<file path="src/rtl/mem_arbiter_if.sv">
// mem_arbiter_if: bundles the cache-side request/ack lines and the external memory port of
// mem_arbiter.
//   slave  : arbiter view. It takes the cache requests and the memory response, and drives the
//            acks, the returned lines and the memory command.
//   master : environment view. Cache requesters and the memory model drive the opposite
//            direction.
// Parameters: ADDR_W (address width), LINE_W (cache-line / memory data width).
interface mem_arbiter_if #(
  parameter int unsigned ADDR_W = 32,
  parameter int unsigned LINE_W = 128
);
  // Icache refill path
  logic              ic_read_req;
  logic [ADDR_W-1:0] ic_read_addr;
  logic              ic_read_ack;
  logic [LINE_W-1:0] ic_read_data;
  // Dcache refill path
  logic              dc_read_req;
  logic [ADDR_W-1:0] dc_read_addr;
  logic              dc_read_ack;
  logic [LINE_W-1:0] dc_read_data;
  // Dcache write-back path
  logic              dc_write_req;
  logic [ADDR_W-1:0] dc_write_addr;
  logic [LINE_W-1:0] dc_write_data;
  logic              dc_write_ack;
  // External memory port
  logic              mem_enable;
  logic              mem_rw;
  logic              mem_ack;
  logic [ADDR_W-1:0] mem_addr;
  logic [LINE_W-1:0] mem_data_in;
  logic [LINE_W-1:0] mem_data_out;

  modport slave (
    input  ic_read_req, ic_read_addr,
    output ic_read_ack, ic_read_data,
    input  dc_read_req, dc_read_addr,
    output dc_read_ack, dc_read_data,
    input  dc_write_req, dc_write_addr, dc_write_data,
    output dc_write_ack,
    output mem_enable, mem_rw, mem_addr, mem_data_out,
    input  mem_ack, mem_data_in
  );

  modport master (
    output ic_read_req, ic_read_addr,
    input  ic_read_ack, ic_read_data,
    output dc_read_req, dc_read_addr,
    input  dc_read_ack, dc_read_data,
    output dc_write_req, dc_write_addr, dc_write_data,
    input  dc_write_ack,
    input  mem_enable, mem_rw, mem_addr, mem_data_out,
    output mem_ack, mem_data_in
  );
endinterface

</file>
<file path="src/rtl/mem_arbiter.sv">
// mem_arbiter: shares one external memory port between the Icache refill, the Dcache refill
// and the Dcache write-back paths. At most one memory transaction is outstanding at a time.
// Ports:
//   clk   - single clock; all state changes on posedge
//   reset - synchronous, active-low
//   bus   - mem_arbiter_if.slave: three request/ack paths plus the memory command/response
// Every output comes straight from a register.
// Optional feature: define ARB_ROUND_ROBIN_EN to alternate between the Icache class and the
// Dcache class when both request. Without it, the priority is fixed:
// dc_write > dc_read > ic_read.
module mem_arbiter #(
  parameter int unsigned ADDR_W = 32,
  parameter int unsigned LINE_W = 128
) (
  input logic           clk,
  input logic           reset,
  mem_arbiter_if.slave  bus
);

  typedef enum logic [2:0] {StIdle, StBusyIc, StBusyDr, StBusyDw, StResp} state_e;

  state_e            r_state, w_state_next;
  logic              r_mem_enable, w_mem_enable_next;
  logic              r_mem_rw, w_mem_rw_next;
  logic [ADDR_W-1:0] r_mem_addr, w_mem_addr_next;
  logic [LINE_W-1:0] r_mem_data_out, w_mem_data_out_next;
  logic              r_ic_ack, w_ic_ack_next;
  logic              r_dr_ack, w_dr_ack_next;
  logic              r_dw_ack, w_dw_ack_next;
  logic [LINE_W-1:0] r_ic_data, w_ic_data_next;
  logic [LINE_W-1:0] r_dc_data, w_dc_data_next;

  logic w_grant_ic, w_grant_dr, w_grant_dw;

`ifdef ARB_ROUND_ROBIN_EN
  // High when the Icache class won the most recent grant; reset value hands D the first turn.
  logic r_last_i, w_last_i_next;

  always_comb begin
    w_grant_ic = bus.ic_read_req &
                 (!(bus.dc_write_req | bus.dc_read_req) | !r_last_i);
  end
`else
  always_comb begin
    w_grant_ic = bus.ic_read_req & !(bus.dc_write_req | bus.dc_read_req);
  end
`endif

  // Inside the D class a write-back always beats a refill.
  always_comb begin
    w_grant_dw = !w_grant_ic & bus.dc_write_req;
    w_grant_dr = !w_grant_ic & !bus.dc_write_req & bus.dc_read_req;
  end

  always_comb begin
    w_state_next        = r_state;
    w_mem_enable_next   = r_mem_enable;
    w_mem_rw_next       = r_mem_rw;
    w_mem_addr_next     = r_mem_addr;
    w_mem_data_out_next = r_mem_data_out;
    w_ic_ack_next       = 1'b0;
    w_dr_ack_next       = 1'b0;
    w_dw_ack_next       = 1'b0;
    w_ic_data_next      = r_ic_data;
    w_dc_data_next      = r_dc_data;
`ifdef ARB_ROUND_ROBIN_EN
    w_last_i_next       = r_last_i;
`endif

    unique case (r_state)
      StIdle: begin
        w_mem_enable_next = 1'b0;
        if (w_grant_dw) begin
          w_state_next        = StBusyDw;
          w_mem_enable_next   = 1'b1;
          w_mem_rw_next       = 1'b1;
          w_mem_addr_next     = bus.dc_write_addr;
          w_mem_data_out_next = bus.dc_write_data;
`ifdef ARB_ROUND_ROBIN_EN
          w_last_i_next       = 1'b0;
`endif
        end else if (w_grant_dr) begin
          w_state_next      = StBusyDr;
          w_mem_enable_next = 1'b1;
          w_mem_rw_next     = 1'b0;
          w_mem_addr_next   = bus.dc_read_addr;
`ifdef ARB_ROUND_ROBIN_EN
          w_last_i_next     = 1'b0;
`endif
        end else if (w_grant_ic) begin
          w_state_next      = StBusyIc;
          w_mem_enable_next = 1'b1;
          w_mem_rw_next     = 1'b0;
          w_mem_addr_next   = bus.ic_read_addr;
`ifdef ARB_ROUND_ROBIN_EN
          w_last_i_next     = 1'b1;
`endif
        end
      end
      StBusyIc, StBusyDr, StBusyDw: begin
        if (bus.mem_ack) begin
          w_state_next      = StResp;
          w_mem_enable_next = 1'b0;
          w_ic_ack_next     = (r_state == StBusyIc);
          w_dr_ack_next     = (r_state == StBusyDr);
          w_dw_ack_next     = (r_state == StBusyDw);
          if (r_state == StBusyIc) w_ic_data_next = bus.mem_data_in;
          if (r_state == StBusyDr) w_dc_data_next = bus.mem_data_in;
        end
      end
      // Requests are not looked at here, so a requester still dropping its line is not
      // granted twice.
      StResp: begin
        w_state_next = StIdle;
      end
      default: begin
        w_state_next      = StIdle;
        w_mem_enable_next = 1'b0;
      end
    endcase
  end

  always_ff @(posedge clk) begin
    if (!reset) begin
      r_state        <= StIdle;
      r_mem_enable   <= 1'b0;
      r_mem_rw       <= 1'b0;
      r_mem_addr     <= '0;
      r_mem_data_out <= '0;
      r_ic_ack       <= 1'b0;
      r_dr_ack       <= 1'b0;
      r_dw_ack       <= 1'b0;
      r_ic_data      <= '0;
      r_dc_data      <= '0;
`ifdef ARB_ROUND_ROBIN_EN
      r_last_i       <= 1'b1;
`endif
    end else begin
      r_state        <= w_state_next;
      r_mem_enable   <= w_mem_enable_next;
      r_mem_rw       <= w_mem_rw_next;
      r_mem_addr     <= w_mem_addr_next;
      r_mem_data_out <= w_mem_data_out_next;
      r_ic_ack       <= w_ic_ack_next;
      r_dr_ack       <= w_dr_ack_next;
      r_dw_ack       <= w_dw_ack_next;
      r_ic_data      <= w_ic_data_next;
      r_dc_data      <= w_dc_data_next;
`ifdef ARB_ROUND_ROBIN_EN
      r_last_i       <= w_last_i_next;
`endif
    end
  end

  assign bus.mem_enable   = r_mem_enable;
  assign bus.mem_rw       = r_mem_rw;
  assign bus.mem_addr     = r_mem_addr;
  assign bus.mem_data_out = r_mem_data_out;
  assign bus.ic_read_ack  = r_ic_ack;
  assign bus.ic_read_data = r_ic_data;
  assign bus.dc_read_ack  = r_dr_ack;
  assign bus.dc_read_data = r_dc_data;
  assign bus.dc_write_ack = r_dw_ack;

endmodule
</file>
<file path="src/flat_wrapper.sv">
// flat-port wrapper written by rule: the top's interface ports become plain ports
module mem_arbiter_flat 
#(
  parameter int unsigned ADDR_W = 32,
  parameter int unsigned LINE_W = 128
)
  (clk, reset, bus_ic_read_req, bus_ic_read_addr, bus_ic_read_ack, bus_ic_read_data, bus_dc_read_req, bus_dc_read_addr, bus_dc_read_ack, bus_dc_read_data, bus_dc_write_req, bus_dc_write_addr, bus_dc_write_data, bus_dc_write_ack, bus_mem_enable, bus_mem_rw, bus_mem_addr, bus_mem_data_out, bus_mem_ack, bus_mem_data_in);
  mem_arbiter_if #(.ADDR_W(ADDR_W), .LINE_W(LINE_W)) bus_i ();
  input logic clk;
  input logic reset;
  input wire logic [$bits(bus_i.ic_read_req)-1:0] bus_ic_read_req;
  input wire logic [$bits(bus_i.ic_read_addr)-1:0] bus_ic_read_addr;
  output wire logic [$bits(bus_i.ic_read_ack)-1:0] bus_ic_read_ack;
  output wire logic [$bits(bus_i.ic_read_data)-1:0] bus_ic_read_data;
  input wire logic [$bits(bus_i.dc_read_req)-1:0] bus_dc_read_req;
  input wire logic [$bits(bus_i.dc_read_addr)-1:0] bus_dc_read_addr;
  output wire logic [$bits(bus_i.dc_read_ack)-1:0] bus_dc_read_ack;
  output wire logic [$bits(bus_i.dc_read_data)-1:0] bus_dc_read_data;
  input wire logic [$bits(bus_i.dc_write_req)-1:0] bus_dc_write_req;
  input wire logic [$bits(bus_i.dc_write_addr)-1:0] bus_dc_write_addr;
  input wire logic [$bits(bus_i.dc_write_data)-1:0] bus_dc_write_data;
  output wire logic [$bits(bus_i.dc_write_ack)-1:0] bus_dc_write_ack;
  output wire logic [$bits(bus_i.mem_enable)-1:0] bus_mem_enable;
  output wire logic [$bits(bus_i.mem_rw)-1:0] bus_mem_rw;
  output wire logic [$bits(bus_i.mem_addr)-1:0] bus_mem_addr;
  output wire logic [$bits(bus_i.mem_data_out)-1:0] bus_mem_data_out;
  input wire logic [$bits(bus_i.mem_ack)-1:0] bus_mem_ack;
  input wire logic [$bits(bus_i.mem_data_in)-1:0] bus_mem_data_in;
  assign bus_i.ic_read_req = bus_ic_read_req;
  assign bus_i.ic_read_addr = bus_ic_read_addr;
  assign bus_ic_read_ack = bus_i.ic_read_ack;
  assign bus_ic_read_data = bus_i.ic_read_data;
  assign bus_i.dc_read_req = bus_dc_read_req;
  assign bus_i.dc_read_addr = bus_dc_read_addr;
  assign bus_dc_read_ack = bus_i.dc_read_ack;
  assign bus_dc_read_data = bus_i.dc_read_data;
  assign bus_i.dc_write_req = bus_dc_write_req;
  assign bus_i.dc_write_addr = bus_dc_write_addr;
  assign bus_i.dc_write_data = bus_dc_write_data;
  assign bus_dc_write_ack = bus_i.dc_write_ack;
  assign bus_mem_enable = bus_i.mem_enable;
  assign bus_mem_rw = bus_i.mem_rw;
  assign bus_mem_addr = bus_i.mem_addr;
  assign bus_mem_data_out = bus_i.mem_data_out;
  assign bus_i.mem_ack = bus_mem_ack;
  assign bus_i.mem_data_in = bus_mem_data_in;
  mem_arbiter #(.ADDR_W(ADDR_W), .LINE_W(LINE_W)) u_core (.clk(clk), .reset(reset), .bus(bus_i));
endmodule
</file>
<file path="config.mk">
export PLATFORM = sky130hd
export DESIGN_NAME = mem_arbiter_flat
export DESIGN_NICKNAME = d
export VERILOG_FILES = /design/src/rtl/mem_arbiter_if.sv /design/src/rtl/mem_arbiter.sv /design/src/flat_wrapper.sv
export SDC_FILE = /design/constraint.sdc
export NUM_CORES = 1
export LEC_CHECK = 0
export CAP_MARGIN = 20
export CORE_AREA = 2 2 302 304
export CTS_CLUSTER_DIAMETER = 80
export CTS_CLUSTER_SIZE = 10
export DETAILED_ROUTE_END_ITERATION = 6
export DIE_AREA = 0 0 304 306
export HOLD_SLACK_MARGIN = 0.15
export SKIP_CTS_REPAIR_TIMING = 1
export SLEW_MARGIN = 20
export SYNTH_ARGS = -nofsm -noshare
export SYNTH_HDL_FRONTEND = slang
export SYNTH_SLANG_ARGS = --single-unit
</file>
<file path="constraint.sdc">
create_clock -name clk -period 2.49 [get_ports clk]
set_input_delay 0.498 -clock clk [delete_from_list [all_inputs] [get_ports clk]]
set_output_delay 0.498 -clock clk [all_outputs]
set_load 0.02 [all_outputs]
</file>
* Word level (Yosys, flattened, before mapping)
Cells that the tools add are included.
** Storage, ports and cells
- Logic and storage cells :: 51
- Latch bits :: 0
- Bits of input ports :: 358
- ROM bits :: 0
- Flip-flop bits (word level) :: 424
- Memories :: 0
- Output and inout port bits :: 421
- Bits in writable memories :: 0
** Cells by class
- $mul :: 0
- $lt $le $gt $ge :: 0
- Equal/unequal tests :: 6
- Div/mod/pow operators :: 0
- Muxes and demuxes :: 16
- Bitwise operators :: 6
- Reduce and logical (&&, ||, !) cells :: 13
- Add/sub/neg operators :: 0
- Shift-type cells :: 0
** Operator list (number)
- $mux W32 :: 3
- $mux W3 :: 4
- $reduce_and A3 Y1 :: 3
- $reduce_and A2 Y1 :: 4
- $mux W1 :: 7
- $eq A3 B2 Y1 const B :: 2
- $pmux W3 S2 :: 1
- $and A1 B1 Y1 :: 4
- $ne A4 B1 Y1 const B :: 1
- $eq A3 B1 Y1 const B :: 1
- $eq A3 B3 Y1 const B :: 1
- $logic_not A1 Y1 :: 3
- $logic_not A3 Y1 :: 1
- $pmux W1 S3 :: 1
- $reduce_bool A3 Y1 :: 1
- $reduce_or A3 Y1 :: 1
- $ne A2 B2 Y1 const B :: 1
- $not A1 Y1 :: 1
- $or A1 B1 Y1 :: 1

* Logic depth before layout (Yosys ltp)
- Depth in word-level cells :: 9
- Mapped depth :: 6
- Gate-level depth less buffers :: 4

* Least setup slack after synthesis
No wires, ideal clock.
- Path kind :: input to register
- Start point :: in bus_dc_read_req
- End point :: reg u_core.r_mem_addr[10] (netlist: u_core.bus.mem_addr[10])
- Data required time :: 2360 ps
- Setup slack :: 876 ps
- Path buffers :: 2
- Arrival :: 1485 ps
- Library setup time :: 130 ps
- Cell stages on the path :: 4
- Cell sequence :: buf_2 o311ai_1 clkbuf_1 o21ai_0
** Between the ends
- Word-level cells in the longest chain between the ends :: 8
- Elaborated cells between the ends (all ways) :: 11
- Those cells by class :: mux (2); bitwise (5); reduce/logical (4)
** RTL lines
- start: declaration :: line flat_wrapper.sv:15 : input wire logic [$bits(bus_i.dc_read_req)-1:0] bus_dc_read_req;
- $or A1 B1 Y1 :: line mem_arbiter.sv:45 : w_grant_ic = bus.ic_read_req & !(bus.dc_write_req | bus.dc_read_req);
- $logic_not A1 Y1 :: line mem_arbiter.sv:45
- $and A1 B1 Y1 :: line mem_arbiter.sv:45
- $logic_not A1 Y1 :: line mem_arbiter.sv:51, mem_arbiter.sv:52
- $and A1 B1 Y1 (2 in series) :: line mem_arbiter.sv:52 : w_grant_dr = !w_grant_ic & !bus.dc_write_req & bus.dc_read_req;
- $reduce_bool A3 Y1 (no line) or $mux W32 (tied branches)
- $reduce_and A2 Y1 (no line) or $mux W32 (tied branches)
- end signal: assignment :: line mem_arbiter.sv:142 : r_mem_addr <= w_mem_addr_next;
- end: declaration :: line mem_arbiter.sv:25 : logic [ADDR_W-1:0] r_mem_addr, w_mem_addr_next;
Several ways; a longest one is shown, not always the timed one.
A chain may end at the register's enable or synchronous reset.

* Worst setup path after layout
- Start point :: reg u_core.r_mem_addr[27] (netlist: u_core.bus.mem_addr[27])
- End point :: out bus_mem_addr[27]
** RTL lines
- end: declaration :: line flat_wrapper.sv:25 : output wire logic [$bits(bus_i.mem_addr)-1:0] bus_mem_addr;
No word-level cell between the ends.

==> metrics.txt <==
Clock transition at path regs 0.06 ns; Pleak 9.34 nW; total gr overflow 0; Iter 0 DRT Violations 863; DRT antenna net count 0; synth top area cells dfxtp_1, nand2_1, a21boi_1, a21boi_0, mux2i_1; commonest non-fill, non-tap cell in the layout clkdlybuf4s50_1; crit path DAT 1.77 ns; Cell Chain, Critical Path clkdlybuf4s50_1; port bufs 778; CP startpoint u_core.bus.mem_addr[27]$_SDFFE_PN0P_; met2 Usage GRT 23.8%; Pint 12.8 mW; TNS Setup 0 ns; YS warnings 0; Mapped Area 0.0162 mm2; Fmax 442 MHz; clock share of power 37.6%; critical path peak fanout 2; DR pass1 iterations 5; # setup viols final 0; worst min path class input port to flip-flop; vias in the first global route 15183; WP depth 1; Clk Latency, worst-skew pair 0.59 ns; CTS H-tree depth 2; first-pass GRT wire length 96.5 mm; sequential share of the synthesized area 52.5%; crit-path max cell delay 0.86 ns; Synth cell types 28; Most Used Layer, Global Route met2; Tcrit/Tclk final 90.9%; Peak VDD IR 0.439 mV; worst reg2reg path depth 6; Min Clock Period, post-route 2.26 ns; WL/cell 17.0 um; Avg Inst Size Synth 8.44 um2; cell family with most CP delay buffers and inverters; CTS tree built; die span in y 306 um; largest net degree at the start of global routing 96; Flop pwr share 41.6%; status complete, no violations; syn nets 2273; Required @ worst endpoint 1.99 ns; core area 0.0896 mm2; GR Util met1 15.4%; Layout area overhead 65.9%; share of post-route cells with drive strength above 1 5.06%; total CTS buffers 52; M3 GR Usage 4.00%; maxcap violations 0; DRC 0; crit path launch type flip-flop; Final Core Density 29.9%; R2R setup slack 0.53 ns; Rows 110; starting density of the core 18.0%; Post-Syn Instances 1915; root buffer cell clkbuf_16; # IOs 779; Sw Ratio 28.6%; maximum clock path buffer count 3; cell taking the most area after synthesis dfxtp_1; Vias 15338; final net count 3015; Psw 5.14 mW; die area 0.0930 mm2; Logic pwr share 20.8%; GRT Total Usage 13.3%; Final Skew 0.0188 ns; RSZ-0062 raised after global routing false; slowest CP cell clkdlybuf4s50_1; sinks on the clock net 424; share of the synthesized area in the top cell type 52.5%; final hold violation count 0; Worst Tran Pin Value 0.619 ns; number of synthesized register bits 424; Max Slew Vio Count 0; gpl congestion 0.843; worst r2r dst u_core.bus.mem_data_out[110]$_SDFFE_PN0P_; Via density 3.99; Crit Reg-Reg Startpoint u_core.r_state[1]$_SDFFE_PN0P_; CP Capture Point bus_mem_addr[27]; Slew headroom 58.7%; Die X 304 um; WP buf/inv 1; most frequent cells in the layout clkdlybuf4s50_1, nand2_1, dfxtp_1, a21boi_1, a21boi_0; CP Capture Type output port; Final HPWL DP 49.7 mm; Routed WL 65.2 mm; critical path type flip-flop to output port; PD cells 671 mW/mm2; hold depth 2; initial antenna violation count 3
synth_stat cells:
cell type and instances:
dfxtp_1 424, o311ai_1 1, nand2b_1 2, nor3_1 1
a21boi_1 230, o21ai_1 7, nor3b_1 1, clkbuf_1 75
nor2b_1 2, o22ai_1 1, mux2i_1 32, o31ai_4 1
and3_1 1, buf_4 2, buf_6 22, nor3_2 1
a21oi_1 34, or3b_1 1, nand2b_4 1, nand3_1 34
o21ai_0 27, and2_1 5, buf_1 5, nand2_1 769
buf_2 45, nor3b_2 1, nor2_1 35, a21boi_0 155
cell families (layout without fill, tap and decap cells):
group,count (synthesis),after routing,share of synthesized area [%]
AND/OR/NAND/NOR,854,854,20.5
AO/OA/AOI/OAI,456,456,20.2
flip-flops,424,424,52.5
buffers and inverters,149,902,4.87
multiplexers,32,32,1.98
other,0,1,0
sequential cells by signal, summed over array words and instances (netlist names):
register	cells
u_core.bus.dc_read_data	128
u_core.bus.dc_read_ack	1
u_core.bus.ic_read_ack	1
u_core.bus.mem_enable	1
u_core.bus.mem_rw	1
u_core.r_state	3
u_core.bus.mem_addr	32
u_core.bus.mem_data_out	128
u_core.bus.ic_read_data	128
u_core.bus.dc_write_ack	1
cell type report:
cell class / count / area, um2
antenna: 1 / 2.50
clock buffer: 56 / 1350
clock inverter: 9 / 93.8
fill: 9535 / 62800
multi-input combinational: 1342 / 6950
sequential: 424 / 8490
tap: 1176 / 1470
timing repair buffer: 837 / 8480
per-stage QoR:
stage               area (um2)  power, mW  hold slack, ns  std cells  setup WS (ns)
floorplan                16200       9.31           0.511       1915          0.876
global placement         25400       11.4           0.439       3779          0.335
detailed placement       25400       11.4           0.444       3779          0.320
CTS                      26800       18.3           0.336       3844          0.144
global route             26800       18.8           0.344       3844          0.124
finish                   26800       18.0           0.348       3845          0.226
worst min-delay path by stage:
stage	from	to	slack, ns
6_report	reset	u_core.bus.mem_data_out[97]$_SDFFE_PN0P_	0.35
5_1_grt	reset	u_core.bus.mem_data_out[105]$_SDFFE_PN0P_	0.34
4_1_cts	reset	u_core.bus.mem_data_out[86]$_SDFFE_PN0P_	0.34
3_5_place_dp	u_core.bus.ic_read_data[85]$_SDFFE_PN0P_	u_core.bus.ic_read_data[85]$_SDFFE_PN0P_	0.44
3_3_place_gp	u_core.bus.ic_read_data[7]$_SDFFE_PN0P_	u_core.bus.ic_read_data[7]$_SDFFE_PN0P_	0.44
2_1_floorplan	u_core.r_state[1]$_SDFFE_PN0P_	u_core.bus.dc_write_ack$_SDFF_PN0_	0.51
power groups by stage:
stage	Sequential, mW	Clock, mW	Combinational, mW
5_1_grt	7.54	7.26	4.00
4_1_cts	7.49	7.02	3.79
3_5_place_dp	7.63	0	3.77
6_report	7.49	6.77	3.74
3_3_place_gp	7.61	0	3.77
2_1_floorplan	8.15	0	1.16
layer usage:
layer	share of wire, %	vias to the layer above
met5	0.063	-
met4	2.3	6
met3	7.3	96
met2	50	524
met1	40	7027
li1	-	7685
Note: power is estimated with default switching activity, not from simulation.
